## src/rtl/config_chain_loader.sv

```systemverilog
`timescale 1ns/1ps
// ---------------------------------------------------------------------------
// config_chain_loader
//
// Transmitter end of the fabric configuration shift chain. Configuration
// words arrive from the host bus over a valid/ready handshake. Each word is
// serialised LSB-first, one bit per clock, onto the chain's shift input.
// Once exactly CHAIN_LEN bits have been shifted, a set pulse commits the
// chain contents into the tiles' configuration registers.
//
// Parameters:
//   WORD_W      width of host configuration words
//   CHAIN_LEN   total number of configuration bits in the chain (>= 1)
//   SET_CYCLES  width of the commit pulse in clocks (>= 1)
//
// Ports:
//   clk         fabric clock
//   rst         asynchronous reset, active-low (0 = reset)
//   start       begin a load; only looked at while idle
//   word_data   configuration word from the host
//   word_valid  word_data is valid
//   word_ready  loader takes the offered word this cycle
//   cen         chain shift enable
//   shift_out   serial data to the chain's shift_in
//   set_out     commit pulse to the chain's set_in
//   busy        a load is in progress
//   done        one-cycle pulse at the end of a load
//   crc         (only with CONFIG_LOADER_CRC_EN) CRC-16-CCITT over every
//               bit driven with cen=1, in shift order
//
// Optional feature macro: CONFIG_LOADER_CRC_EN
//   When defined, the crc[15:0] output and its update logic are added.
//   When undefined, the port and logic are absent; everything else is the
//   same.
// ---------------------------------------------------------------------------
module config_chain_loader #(
    parameter int WORD_W     = 32,
    parameter int CHAIN_LEN  = 1024,
    parameter int SET_CYCLES = 1
) (
    input  logic              clk,
    input  logic              rst,
    input  logic              start,
    input  logic [WORD_W-1:0] word_data,
    input  logic              word_valid,
    output logic              word_ready,
    output logic              cen,
    output logic              shift_out,
    output logic              set_out,
    output logic              busy,
    output logic              done
`ifdef CONFIG_LOADER_CRC_EN
    ,
    output logic [15:0]       crc
`endif
);

    localparam int CNT_W = $clog2(CHAIN_LEN + 1);
    localparam int WB_W  = $clog2(WORD_W + 1);
    localparam int SC_W  = (SET_CYCLES > 1) ? $clog2(SET_CYCLES) : 1;

    localparam logic [CNT_W-1:0] CHAIN_BITS = CNT_W'(CHAIN_LEN);
    localparam logic [WB_W-1:0]  WORD_REST  = WB_W'(WORD_W - 1);
    localparam logic [SC_W-1:0]  SET_LAST   = SC_W'(SET_CYCLES - 1);

    typedef enum logic [2:0] {
        IDLE,
        FETCH,
        SHIFT,
        SET,
        DONE
    } state_t;

    state_t            state;
    logic [WORD_W-1:0] shreg;
    logic [WB_W-1:0]   word_bits;
    logic [CNT_W-1:0]  bit_cnt;
    logic [SC_W-1:0]   set_cnt;

`ifdef CONFIG_LOADER_CRC_EN
    // One step of CRC-16-CCITT (poly 0x1021), register updated MSB-first
    // with one serial input bit.
    function automatic logic [15:0] crc_step(input logic [15:0] c, input logic b);
        logic fb;
        fb = c[15] ^ b;
        return {c[14:0], 1'b0} ^ (fb ? 16'h1021 : 16'h0000);
    endfunction
`endif

    // Loader state machine. Every output is a flop written here, so the
    // cen/shift_out pair seen by the chain always comes from the same edge.
    //
    // The first bit of a word is presented on the same edge that accepts
    // the word. shreg therefore holds only the bits not yet presented, and
    // word_bits counts those remaining bits. bit_cnt counts bits already
    // presented, so a SHIFT cycle with bit_cnt == CHAIN_LEN is the last
    // chain bit; any bits left in shreg at that point are dropped.
    //
    // word_ready is only raised in FETCH, never during SHIFT, so a cen=1
    // cycle always carries a real data bit. Going back to FETCH drops cen,
    // and the chain holds its contents until the host offers the next word.
    //
    // cen is dropped on the edge that enters SET, so cen and set_out are
    // never high together; the chain gates its shift with ~set.
    always_ff @(posedge clk or negedge rst) begin
        if (!rst) begin
            state      <= IDLE;
            shreg      <= '0;
            word_bits  <= '0;
            bit_cnt    <= '0;
            set_cnt    <= '0;
            word_ready <= 1'b0;
            cen        <= 1'b0;
            shift_out  <= 1'b0;
            set_out    <= 1'b0;
            busy       <= 1'b0;
            done       <= 1'b0;
`ifdef CONFIG_LOADER_CRC_EN
            crc        <= 16'hFFFF;
`endif
        end else begin
            case (state)
                IDLE: begin
                    if (start) begin
                        state      <= FETCH;
                        bit_cnt    <= '0;
                        word_ready <= 1'b1;
                        busy       <= 1'b1;
`ifdef CONFIG_LOADER_CRC_EN
                        crc        <= 16'hFFFF;
`endif
                    end
                end

                FETCH: begin
                    if (word_valid && word_ready) begin
                        state      <= SHIFT;
                        word_ready <= 1'b0;
                        cen        <= 1'b1;
                        shift_out  <= word_data[0];
                        shreg      <= word_data >> 1;
                        word_bits  <= WORD_REST;
                        bit_cnt    <= bit_cnt + CNT_W'(1);
`ifdef CONFIG_LOADER_CRC_EN
                        crc        <= crc_step(crc, word_data[0]);
`endif
                    end
                end

                SHIFT: begin
                    if (bit_cnt == CHAIN_BITS) begin
                        state     <= SET;
                        cen       <= 1'b0;
                        shift_out <= 1'b0;
                        set_out   <= 1'b1;
                        set_cnt   <= '0;
                    end else if (word_bits == '0) begin
                        state      <= FETCH;
                        cen        <= 1'b0;
                        shift_out  <= 1'b0;
                        word_ready <= 1'b1;
                    end else begin
                        shift_out <= shreg[0];
                        shreg     <= shreg >> 1;
                        word_bits <= word_bits - WB_W'(1);
                        bit_cnt   <= bit_cnt + CNT_W'(1);
`ifdef CONFIG_LOADER_CRC_EN
                        crc       <= crc_step(crc, shreg[0]);
`endif
                    end
                end

                SET: begin
                    if (set_cnt == SET_LAST) begin
                        state   <= DONE;
                        set_out <= 1'b0;
                        done    <= 1'b1;
                    end else begin
                        set_cnt <= set_cnt + SC_W'(1);
                    end
                end

                DONE: begin
                    state <= IDLE;
                    done  <= 1'b0;
                    busy  <= 1'b0;
                end

                default: begin
                    state      <= IDLE;
                    word_ready <= 1'b0;
                    cen        <= 1'b0;
                    shift_out  <= 1'b0;
                    set_out    <= 1'b0;
                    busy       <= 1'b0;
                    done       <= 1'b0;
                end
            endcase
        end
    end

endmodule

```

## config.mk

```make
export PLATFORM = sky130hd
export DESIGN_NAME = config_chain_loader
export DESIGN_NICKNAME = d
export VERILOG_FILES = /design/src/rtl/config_chain_loader.sv
export SDC_FILE = /design/constraint.sdc
export NUM_CORES = 1
export LEC_CHECK = 0
export CORE_AREA = 2 2 73 75
export DETAILED_ROUTE_END_ITERATION = 10
export DIE_AREA = 0 0 75 77
export GPL_TIMING_DRIVEN = 0
export HOLD_SLACK_MARGIN = 0.12
export MAX_ROUTING_LAYER = met4
export PLACE_DENSITY = 0.86
export SYNTH_ARGS = -nofsm -noshare
export SYNTH_HDL_FRONTEND = slang
export SYNTH_SLANG_ARGS = --single-unit
```

## constraint.sdc

```tcl
create_clock -name clk -period 3.25 [get_ports clk]
set_input_delay 0.65 -clock clk [delete_from_list [all_inputs] [get_ports clk]]
set_output_delay 0.65 -clock clk [all_outputs]
set_load 0.03 [all_outputs]
```

# --- Word-level counts from Yosys, hierarchy flattened ---
# Index checks and enable logic that the tools add are counted.
word_totals:
  input_bits: 36
  output_inout_bits: 6
  wordCells: 94
  regBits: 59
classes:
  reduce_logical: 21
  bitwise: 5
  n_mux: 41
  add_sub_neg: 3
  n_eq_ne: 13
ops:
  columns: ["cell", "count"]
  rows:
  - ["$mux W32", 3]
  - ["$pmux W32 S2", 1]
  - ["$mux W11", 4]
  - ["$pmux W11 S3", 1]
  - ["$mux W6", 3]
  - ["$mux W1", 15]
  - ["$mux W3", 5]
  - ["$ne A2 B2 Y1 const B", 7]
  - ["$pmux W3 S4", 1]
  - ["$pmux W6 S2", 1]
  - ["$reduce_or A3 Y1", 4]
  - ["$add A11 B1 Y11 const B", 1]
  - ["$eq A11 B11 Y1 const B", 1]
  - ["$reduce_and A5 Y1", 2]
  - ["$pmux W1 S3", 3]
  - ["$reduce_and A2 Y1", 4]
  - ["$reduce_and A4 Y1", 2]
  - ["$eq A3 B2 Y1 const B", 2]
  - ["$logic_not A6 Y1", 1]
  - ["$pmux W1 S2", 3]
  - ["$reduce_and A3 Y1", 2]
  - ["$sub A6 B1 Y6 const B", 1]
  - ["$not A1 Y1", 5]
  - ["$pmux W1 S4", 1]
  - ["9 further kinds", 10]

# --- Logic depth before layout (Yosys ltp) ---
logic_depth:
  ltp_word: 4
  mapped_depth: 9

# --- Worst setup path before layout ---
# OpenSTA, ideal clock, no wires.
synth_path:
  path_type: "reg2reg"
  start: "register bit_cnt[0]"
  end: "register shreg[13]"
  path_stages_with_launch: 10
  setup_time_ps: 130
  period_less_slack_ps: 1849
  path_slack_ps: 1401
  arrival_ps: 1719
  path_cell_list: "dfrtp_1 > inv_1 > ha_1 > nor4b_1 > nand4_1 > and4_1 > buf_6 > buf_2 > nor2_1 > a31oi_1"
synth_via:
  elab_chain_len: 3
synth_lines:
  columns: ["item", "line", "rtl"]
  rows:
  - ["start, declared", "77", "logic [CNT_W-1:0] bit_cnt;"]
  - ["start signal, assigned", "143", "bit_cnt <= bit_cnt + CNT_W'(1);"]
  - ["start signal, assigned", "166", "bit_cnt <= bit_cnt + CNT_W'(1);"]
  - ["$eq A11 B11 Y1", "151", "if (bit_cnt == CHAIN_BITS) begin"]
  - ["$ne A2 B2 Y1 (no source line)", null, null]
  - ["$reduce_and A4 Y1 (no source line)", null, null]
  - ["end signal, assigned", "141", "shreg <= word_data >> 1;"]
  - ["end signal, assigned", "164", "shreg <= shreg >> 1;"]
  - ["end, declared", "75", "logic [WORD_W-1:0] shreg;"]
# No other way between the ends.
# A chain may end at the register's enable or synchronous reset.

# --- Worst setup path in the final report ---
layout_path:
  start: "register state[2]"
  end: "register shift_out"
layout_via:
  elab_chain_len: 4
  word_cells_on_any_way: 10
  classes_between: "eq/ne: 5; mux: 1; bitwise: 1; reduce/logical: 3"
layout_lines:
  columns: ["item", "line", "rtl"]
  rows:
  - ["start, declared", "74", "state_t state;"]
  - ["start signal, assigned", "107", "state <= IDLE;"]
  - ["start signal, assigned", "125", "state <= FETCH;"]
  - ["start signal, assigned", "137", "state <= SHIFT;"]
  - ["branches (longest 4 deep; another with $eq A3 B2 Y1)", null, null]
  - ["end signal, assigned", "140", "shift_out <= word_data[0];"]
  - ["end signal, assigned", "163", "shift_out <= shreg[0];"]
  - ["end, declared", "48", "output logic shift_out,"]
# Parallel ways; which one is timed is not known.

==> results <==
- The number of DRC violations after detailed-routing iteration 0 is 223.
- The number of maximum-capacitance constraint violations is 0.
- The final layout contains routed wiring with a total length of 6080 um.
- The number of global-route vias before repair is roughly 2.4k.
- The die outline width is 75 um.
- The CTS root buffer is clkbuf_8.
- The cell area that synthesis handed to floorplanning was between 2000 and 3000 sq um.
- The worst-skew pair later-pin latency is roughly 0.34 ns.
- The average cell area after synthesis is 8.51 sq um.
- In this run the count of I/O pins placed on the die edge is 42.
- The global-route total usage across every layer is 25.0%.
- The cell count after synthesis is 330.
- The number of diodes is 0.
- The async set-or-reset flop fraction in the synthesized netlist is between 90% and 100%.
- For this configuration, the core starts out at a cell density of between 50% and 60%.
- Of the cells placed in the final design, the portion with a size suffix greater than 1 is 6.19%.
- The number of detailed-routing iterations run before antenna repair is 4.
- The die span in y is a little under 80 um.
- The standard-cell row count is 26.
- The library cells used most frequently in the layout, excluding fill and tap cells, are nand2_1, dfrtp_1, nor2_1, clkdlybuf4s50_1, a31oi_1.
- The residual antenna-violating net count after detailed routing is 0.
- TritonCTS built the clock tree.
- Power spread over the standard cell area amounts to 963 nW/um^2.
- The area of the core region is 4980 sq um.
- The register clock-pin slew on the reported worst setup and hold paths is 0.07 ns.
- The timing startpoint of the critical path is state[2].
- The via count of the routed design is 2529.
- The fill cell total of the finished layout is 390.
- Entering global routing, the biggest net connects 32 pins.
- Counting flops and latches in the post-synthesis netlist gives 57.
- The number of enable flip-flop cells after synthesis is 0.
- The core occupancy in the finished layout is 70.8%.
- Subtracting the final worst setup slack from the clock period gives 2.23 ns.
- The critical path is of the flip-flop to flip-flop type.
- In this run the worst hold path is classified as input pin to async pin.
- The worst pin sits at a relative slew slack of 43.5%.
- The sequential cells in the finished layout cover a total of ~1400 sq um.
- The biggest fanout along the worst timing path is 10.
- The total of hold buffers inserted after clock tree synthesis is 0.
- The first global-routing pass estimated 11000 um of wire.
- The number of failing setup endpoints in the final timing report is 0.
- The maximum clock rate is 449 MHz.
- The total overflow reported by the global router is 0.
- The HPWL after detailed placement is 4270 um.
- The worst register-to-register path begins at state[2].
- Walking the worst path, the cells encountered are nor2_1, nand2_1, nor3b_1, a221oi_1, nor3_1.
- The multi-input combinational cells in the finished layout cover a total of 1260 sq um.
- Dividing the detail-routed via count by the number of cells gives 5.52.
- The CTS sink count is 57.
- The analysis attributes to cell leakage a power of 1.47 nW.
- The total number of H-tree levels is 3.
- Of the available clock period, the critical path in the final layout requires 68.5%.
- Setup repair after global routing left no endpoint under its margin.
- Summing all non-filler instances in the final layout gives an area of 3520 sq um.
- The setup clock skew after layout is 0.00850 ns.
- For this run, design rule violations remaining after detail routing come to 0.
- The max-slew violation count is 0.
- The critical path's slowest cell is nor3b_1.
- The delay contributed by the slowest stage of the critical path is 0.77 ns.
- The net count after synthesis is 369.
- The worst setup path is launched from a flip-flop.
- The run finished with clean final reports.
- No sink is reached through more buffers than the 2 on the longest clock path.
- For this run, the register share of the synthesized area comes to 50.8%.
- Post-CTS timing repair inserted 0 buffers for setup.
- Once the clock tree was built, the resizer swapped 0 gates to a different size.
- The arrival time reported for the critical path endpoint is 2.46 ns.
- The final number of hold-violating endpoints is 0.
- The area growth from synthesis to layout is 25.5%.
- The most used flip-flop cell after synthesis is dfrtp_1.
- The number of antenna violations at the first check in global routing is 0.
- The number of clock buffers inserted by TritonCTS is 9.
- The instance area at placement is ~3300 sq um.
- The net count of the finished layout is 422.
- Leaving out fill and tap cells, the most frequent cell in the layout is nand2_1.
- STA classifies the critical path endpoint as a flip-flop.
- The die area is around 5800 sq um.
- The number of different library cells in the post-synthesis netlist is 37.
- The placer's final routability congestion estimate is approximately 0.8.
- The peak supply drop is 604 uV.
- In this run the tool buffered the top-level ports with between 40 and 50 buffer cells.
- The required time of the critical path is 3.49 ns.
- The slew at the pin closest to its max-slew limit is about 0.85 ns.
- After detailed routing, the average wire length per cell comes to 13.3 um.
- The Yosys step of the flow raised 0 warnings.
-- layer usage --
| metal | global-route usage (%) | vias to the layer above | wire [um] | part of all wire (%) |
|---|---|---|---|---|
| met5 | - | - | 0 | 0 |
| met4 | 8.57 | 0 | 114 | 1.9 |
| met3 | 4.99 | 11 | 269 | 4.4 |
| met2 | 35.5 | 60 | 2890 | 48 |
| met1 | 35.9 | 1202 | 2800 | 46 |
| li1 | - | 1256 | - | - |
-- worst paths after layout --
| kind | endpoint | slack (ns) | cells past startpoint |
|---|---|---|---|
| max reg2reg | shift_out | 1.02 | 5 |
| min reg2reg | shreg[30] | 0.48 | 2 |
| min in group clk | shreg[30] | 0.48 | 2 |
| max in group asynchronous | shreg[17] | 2.30 | 2 |
| max | shift_out | 1.02 | 5 |
| min | bit_cnt[10] | 0.36 | 1 |
-- flip-flops by register name, indices dropped and copies added (netlist names) --
signal	cells
shift_out	1
word_ready	1
cen	1
state	3
bit_cnt	11
shreg	31
word_bits	6
busy	1
set_out	1
done	1
-- Yosys cell counts (2+ instances only) --
master / count / area, sq um
nand2_1: 83 / 312
dfrtp_1: 57 / 1430
nor2_1: 45 / 169
a31oi_1: 32 / 200
o21ai_0: 20 / 100
nand3_1: 11 / 55.1
clkbuf_1: 10 / 37.5
a21oi_1: 7 / 35.0
inv_1: 7 / 26.3
buf_2: 6 / 30.0
nor3b_1: 5 / 37.5
and2_1: 4 / 25.0
nand4_1: 4 / 25.0
nor3_1: 4 / 20.0
ha_1: 3 / 37.5
nand2b_1: 3 / 18.8
o311ai_0: 3 / 26.3
o31ai_1: 3 / 22.5
a21o_1: 2 / 15.0
buf_6: 2 / 22.5
nor4b_1: 2 / 17.5
o221ai_1: 2 / 17.5
-- per-stage QoR --
| stage | hold slack [ns] | cells | setup TNS, ns | total power, mW | setup slack [ns] |
|---|---|---|---|---|---|
| floorplan | 0.354 | 330 | 0 | 2.27 | 1.40 |
| global placement | 0.458 | 441 | -13.85 | 2.65 | -0.246 |
| detailed placement | 0.465 | 442 | 0 | 2.70 | 0.916 |
| CTS | 0.380 | 458 | 0 | 3.41 | 1.03 |
| global route | 0.429 | 458 | 0 | 3.69 | 0.778 |
| finish | 0.362 | 458 | 0 | 3.40 | 1.02 |
-- worst max-delay path, delay by kind of cell, from the launching register on --
| family | cells | cell delay (ns) |
|---|---|---|
| AO/OA/AOI/OAI | 1 | 0.22 |
| flip-flops | 1 | 0.45 |
| AND/OR/NAND/NOR | 4 | 1.46 |
-- power breakdown --
group | switching, mW | internal [mW]
logic | 0.901 | 0.591
registers | 0.193 | 1.01
clock network | 0.270 | 0.432
-- layout make-up --
type | instances | share of cell area (%)
tap | 70 | 2.48
timing repair buffer | 42 | 12.1
buffer | 18 | 2.56
clock buffer | 13 | 3.94
clock inverter | 3 | 1.85
sequential | 57 | 40.5
inverter | 7 | 0.745
multi-input combinational | 248 | 35.9
-- kinds of logic (layout without fill, tap and decap cells) --
| group | Yosys count | after routing | synth area share (%) |
|---|---|---|---|
| buffers and inverters | 25 | 83 | 4.14 |
| AOI/OAI and AO/OA | 76 | 76 | 16.9 |
| muxes | 1 | 1 | 0.401 |
| adders and majority gates | 3 | 3 | 1.34 |
| and+or+nand+nor | 167 | 167 | 26.1 |
| DFF | 57 | 57 | 50.8 |
| xor gates and xnor gates | 1 | 1 | 0.312 |
No activity file was read; power rests on OpenSTA's default activity.
